==> src/rtl/mcycle_pkg.sv <==
// Shared constants and step counts for the multi-cycle multiply/divide controller and datapath.
package mcycle_pkg;

  localparam logic MCYCLE_MUL = 1'b0;
  localparam logic MCYCLE_DIV = 1'b1;

  function automatic int mul_steps(input int w);
    return w;
  endfunction

  // Divide spends one extra step on divisor setup before the restoring iterations.
  function automatic int div_steps(input int w);
    return w + 1;
  endfunction

endpackage

==> src/rtl/mcycle_addsub.sv <==
// Shared adder/subtractor: combinational, zero latency, no flow control.
// o_cout is the carry out when adding and the borrow (a < b) when subtracting.
module mcycle_addsub #(
  parameter int W = 33
) (
  input  logic [W-1:0] i_a,
  input  logic [W-1:0] i_b,
  input  logic         i_sub,
  output logic [W-1:0] o_y,
  output logic         o_cout
);

  logic [W:0] w_res;

  assign w_res = i_sub ? ({1'b0, i_a} - {1'b0, i_b})
                       : ({1'b0, i_a} + {1'b0, i_b});
  assign {o_cout, o_y} = w_res;

endmodule

==> src/rtl/mcycle_datapath.sv <==
// Shift-add multiply / restoring divide datapath stepped by an external controller.
// Control is combinational from state; results and Valid appear the cycle after the last step.
module mcycle_datapath
  import mcycle_pkg::*;
#(
  parameter int width = 32
) (
  input  logic             CLK,
  input  logic             Reset,
  input  logic             MCycleOp,
  input  logic [width-1:0] Operand1,
  input  logic [width-1:0] Operand2,
  input  logic             Init,
  input  logic             Shift,
  input  logic             Write,
  output logic             Control,
  output logic [width-1:0] Result1,
  output logic [width-1:0] Result2,
  output logic             Valid,
  output logic             DivByZero
);

  localparam int CW = $clog2(div_steps(width) + 1);

  logic             r_op;
  logic [width-1:0] r_hi;
  logic [width-1:0] r_lo;
  logic [width-1:0] r_opb;
  logic [CW-1:0]    r_cnt;
  logic [width-1:0] r_result1;
  logic [width-1:0] r_result2;
  logic             r_valid;
  logic             r_dbz;

  logic [CW-1:0]    w_steps;
  logic             w_active;
  logic             w_last;
  logic [width:0]   w_a;
  logic [width:0]   w_y;
  logic             w_borrow;
  logic [width:0]   w_sum;
  logic [width-1:0] w_nxt_hi;
  logic [width-1:0] w_nxt_lo;

  assign w_steps  = (r_op == MCYCLE_DIV) ? CW'(div_steps(width)) : CW'(mul_steps(width));
  assign w_active = Shift && (r_cnt < w_steps);
  assign w_last   = w_active && (r_cnt == w_steps - CW'(1));

  // Multiply adds the multiplicand to hi; divide compares/subtracts on {rem, next quotient bit}.
  assign w_a = (r_op == MCYCLE_DIV) ? {r_hi, r_lo[width-1]} : {1'b0, r_hi};

  mcycle_addsub #(.W(width + 1)) u_addsub (
    .i_a    (w_a),
    .i_b    ({1'b0, r_opb}),
    .i_sub  (r_op),
    .o_y    (w_y),
    .o_cout (w_borrow)
  );

  assign w_sum = Write ? w_y : w_a;

  always_comb begin
    w_nxt_hi = r_hi;
    w_nxt_lo = r_lo;
    if (r_op == MCYCLE_MUL) begin
      w_nxt_hi = w_sum[width:1];
      w_nxt_lo = {w_sum[0], r_lo[width-1:1]};
    end else if (r_cnt != '0) begin
      w_nxt_hi = w_sum[width-1:0];
      w_nxt_lo = {r_lo[width-2:0], Write};
    end
  end

  assign Control   = (r_op == MCYCLE_MUL) ? r_lo[0] : ((r_cnt != '0) && !w_borrow);
  assign Result1   = r_result1;
  assign Result2   = r_result2;
  assign Valid     = r_valid;
  assign DivByZero = r_dbz;

  always_ff @(posedge CLK or negedge Reset) begin
    if (!Reset) begin
      r_op      <= MCYCLE_MUL;
      r_hi      <= '0;
      r_lo      <= '0;
      r_opb     <= '0;
      r_cnt     <= '0;
      r_result1 <= '0;
      r_result2 <= '0;
      r_valid   <= 1'b0;
      r_dbz     <= 1'b0;
    end else begin
      r_valid <= 1'b0;
      if (Init) begin
        r_op  <= MCycleOp;
        r_hi  <= '0;
        r_cnt <= '0;
        r_dbz <= 1'b0;
        if (MCycleOp == MCYCLE_DIV) begin
          r_lo  <= Operand1;
          r_opb <= Operand2;
        end else begin
          r_lo  <= Operand2;
          r_opb <= Operand1;
        end
      end else if (w_active) begin
        r_cnt <= r_cnt + CW'(1);
        r_hi  <= w_nxt_hi;
        r_lo  <= w_nxt_lo;
        if ((r_op == MCYCLE_DIV) && (r_cnt == '0))
          r_dbz <= (r_opb == '0);
        if (w_last) begin
          r_result1 <= w_nxt_lo;
          r_result2 <= w_nxt_hi;
          r_valid   <= 1'b1;
        end
      end
    end
  end

endmodule

==> config.mk <==
export PLATFORM = sky130hd
export DESIGN_NAME = mcycle_datapath
export DESIGN_NICKNAME = d
export VERILOG_FILES = /design/src/rtl/mcycle_pkg.sv /design/src/rtl/mcycle_addsub.sv /design/src/rtl/mcycle_datapath.sv
export SDC_FILE = /design/constraint.sdc
export NUM_CORES = 1
export LEC_CHECK = 0
export CAP_MARGIN = 0
export CORE_MARGIN = 1.5
export CORE_UTILIZATION = 45
export DETAILED_ROUTE_END_ITERATION = 8
export MAX_ROUTING_LAYER = met4
export PLACE_DENSITY_LB_ADDON = 0.25
export SLEW_MARGIN = 30
export SYNTH_ARGS = -nofsm -noshare
export SYNTH_HDL_FRONTEND = slang
export SYNTH_SLANG_ARGS = --single-unit
export TNS_END_PERCENT = 50
==> constraint.sdc <==
create_clock -name CLK -period 6.3 [get_ports CLK]
set_clock_uncertainty 0.05 [all_clocks]
set_input_delay 1.26 -clock CLK [delete_from_list [all_inputs] [get_ports CLK]]
set_output_delay 1.26 -clock CLK [all_outputs]
set_load 0.05 [all_outputs]
==> metrics.yaml <==
setup_path:
  critPathRequiredTime_ns: 4.99
  arrival_ns: 4.94
  cp-end-kind: "primary output"
  cpMostUsedCell: "or4_4"
  r2r-end: "Result2[31]"
  crit_chain: "or4_4, or3_4, or4_4, or4_4, buf_6, o21a_1, xnor2_2, ha_4, a21o_4, o41ai_4, o21bai_1, a21o_1, a211oi_2, o2bb2ai_2, buf_6"
  slowest_stage: "or4_4"
  crit_start: "r_opb[13]"
  cp-endpoint: "Control"
  r2r_cells: 16
  ff2ff_setup_slack_ns: 1.39
  critPathKind: "flop to primary output"
  cp_max_fo: 6
  slowest_delay_ns: 0.54
  start_kind: "flop"
  r2r-start: "r_opb[13]"
synthesis:
  synth_cell_type_count: 72
  synthesis.area_um2: 12000
  synth_top_area_cell: "dfrtp_1"
  synth-simple-area-share: 0.217
  syn_area_per_cell_um2: 7.98
  ys_top_cells_by_area: "dfrtp_1, nand2_1, a21oi_1"
  yosys_warnings: 0
  netlist_top_cells_count: "nand2_1, nor2_1, dfrtp_1"
  synthAdderAreaFrac: 0.0423
  synth-seq-cells: 169
  synth-xor-area-share: 0.0394
  synth_top_family_by_area: "simple AND/OR/NAND/NOR gates"
  synth_fp_nets: 1614
  synthMuxAreaShare: 0.0916
  synth_compound_area_frac: 0.213
  ys_async_sr_fraction: 1.00
  synth_top_area_share: 0.352
  synthCells: 1504
  synthMostInstantiatedCell: "nand2_1"
  synthFlopType: "dfrtp_1"
  synth_edf_count: 0
  synth_sequential_area_ratio: 0.352
finish:
  fill_cells: 2481
  final_nets: 1692
  design_area_um2: 14300
  antenna-diode-count: 0
  drive_gt1_frac: 0.0840
  area_delta_synth_final_pct: 19.1
  finalNonFillerCells: 1930
route:
  routedWlPerCell_um: 17.8
  drt-pass1-iter-count: 7
  vias_per_cell: 5.76
  ant_nets: 0
  drt_iter0_drc: 970
  wl_um: 34300
  vias: 11100
  drc: 22
placement:
  placed_cell_area_um2: 13500
  portBuffers: 136
  dp_hpwl_um: 24000
  dp_cells: 1886
  gp_congestion: 0.894
cts:
  clockBufferDepth: 2
  cts-root-buf: "clkbuf_16"
  path_clk_slew_ns: 0.07
  tritoncts: "yes"
  numCtsBuffers: 17
  htree_levels: 4
  clock_latency_ns: 0.44
  clock_sinks: 169
sta:
  hold_slack_ns: 0.426
  rsz0062_at_grt: "true"
  tightestPinTransition_ns: 0.866
  fin_crit_ns: 6.25
  fin_crit_sh: 0.991
  setup_viol: 0
  slew_headroom: 0.422
  slew_violations: 0
  fmax_mhz: 160
  final_hold_viol_count: 0
worst_hold_path:
  hold_class: "flop to flop"
  min_path_cells: 2
die:
  pin_count: 137
  dieArea_um2: 27700
  rows: 59
  start_util: 0.459
  fp.dieW_um: 166
  die_h_um: 166
  core_um2: 26100
status:
  violations: "design-rule violations"
  outcome: "finished with violations"
pwr:
  vdd_drop_max_mv: 0.163
  swShare: 0.387
  power.density_nw_per_um2: 259
  p_seq_frac: 0.338
  clock_power_share: 0.298
  power.internal_mw: 2.28
  p_leak_nw: 6.27
  p_comb_frac: 0.364
  p_sw_mw: 1.44
global_route:
  top_usage_layer: "met1"
  gr-total-overflow: 0
  met3_usage: 0.0291
  antenna_found_initial: 0
  grt_pass1_wl_um: 55800
  grt_max_degree: 105
  grt_pass1_vias: 10300
  grt_use_met1: 0.379
  grtUsageMet2: 0.377
  grt_usage: 0.258
job:
  maxCapViolations: 0
cells by family (layout without fill, tap and decap cells):
logic type / count (synthesis) / in the layout
and+or+nand+nor: 602 / 602
AOI/OAI and AO/OA: 407 / 407
DFF: 169 / 169
buffers and inverters: 126 / 217
muxes: 106 / 106
xor gates and xnor gates: 54 / 54
adders and majority gates: 40 / 40
layout make-up:
class                      instances  area [um^2]  area share
clock buffer                      18          439      0.0307
clock inverter                    14          173      0.0121
inverter                          19         72.6     0.00507
multi-input combinational       1209         7380       0.516
sequential                       169         4230       0.296
tap                              335          419      0.0293
timing repair buffer             166         1590       0.111
critical path: cells and delay by family, from the launching register on:
kind            cells  cell delay, ns
fa+ha+maj           1            0.27
simple gates        4            1.83
xor+xnor            1            0.25
flops               1            0.38
buf+inv             2            0.30
compound gates      7            1.47
layout by cell type, fill, tap and decap left out, drive strengths merged, types with 6 or more instances in the layout:
| cell type | instances |
|---|---|
| buf | 35 |
| xor2 | 17 |
| or3 | 8 |
| a21o | 13 |
| o21ai | 61 |
| xnor2 | 37 |
| a21oi | 152 |
| clkbuf | 18 |
| mux2 | 31 |
| o211ai | 6 |
| nor3 | 22 |
| dfrtp | 169 |
| nor2b | 7 |
| nand3 | 17 |
| inv | 26 |
| mux2i | 75 |
| o31ai | 6 |
| a31oi | 38 |
| and2 | 39 |
| a211oi | 61 |
| clkdlybuf4s50 | 131 |
| ha | 39 |
| nand2 | 267 |
| o21a | 8 |
| nand4 | 11 |
| nor2 | 196 |
| a41oi | 6 |
| and3 | 9 |
what timing repair did:
action / in CTS / in global routing
hold buffers: 0 / 0
pin swaps: 16 / 17
setup endpoints to repair: 1 / 1
setup buffers: 9 / 3
gates resized for setup: 7 / 21
worst min-delay path by stage:
stage | slack (ns) | to | from
2_1_floorplan | 0.47 | r_hi[17] | r_hi[17]
3_3_place_gp | 0.40 | Result2[10] | Result2[10]
3_5_place_dp | 0.41 | Result1[9] | Result1[9]
4_1_cts | 0.43 | Result1[29] | Result1[29]
5_1_grt | 0.45 | Result1[0] | Result1[0]
6_report | 0.43 | Result1[0] | Result1[0]
per-layer routing:
layer	part of all wire	wire (um)
met1	0.50	17000
met2	0.43	14900
met4	0.016	566
met5	0	0
met3	0.052	1790
registers in the layout (all words and copies together) (netlist names):
register,flops
Result2,32
r_hi,32
r_opb,32
r_lo,32
Valid,1
r_cnt,6
Result1,32
DivByZero,1
r_op,1
stage by stage:
stage	TNS [ns]	util	total power [mW]	worst slack [ns]
after floorplan	0	-	2.19	0.239
after global placement	0	0.515	2.54	0.268
after detailed placement	0	0.515	2.55	0.175
after CTS	-0.0615	0.543	3.68	-0.0615
after global routing	-0.0792	0.547	3.93	-0.0792
final	0	0.547	3.71	0.0541
power groups by stage:
stage | Sequential [mW] | Clock [mW] | Combinational, mW
6_report | 1.25 | 1.11 | 1.35
3_5_place_dp | 1.27 | 0 | 1.28
4_1_cts | 1.25 | 1.13 | 1.31
2_1_floorplan | 1.24 | 0 | 0.951
3_3_place_gp | 1.27 | 0 | 1.27
5_1_grt | 1.27 | 1.17 | 1.49
No activity file was read; power rests on OpenSTA's default activity.
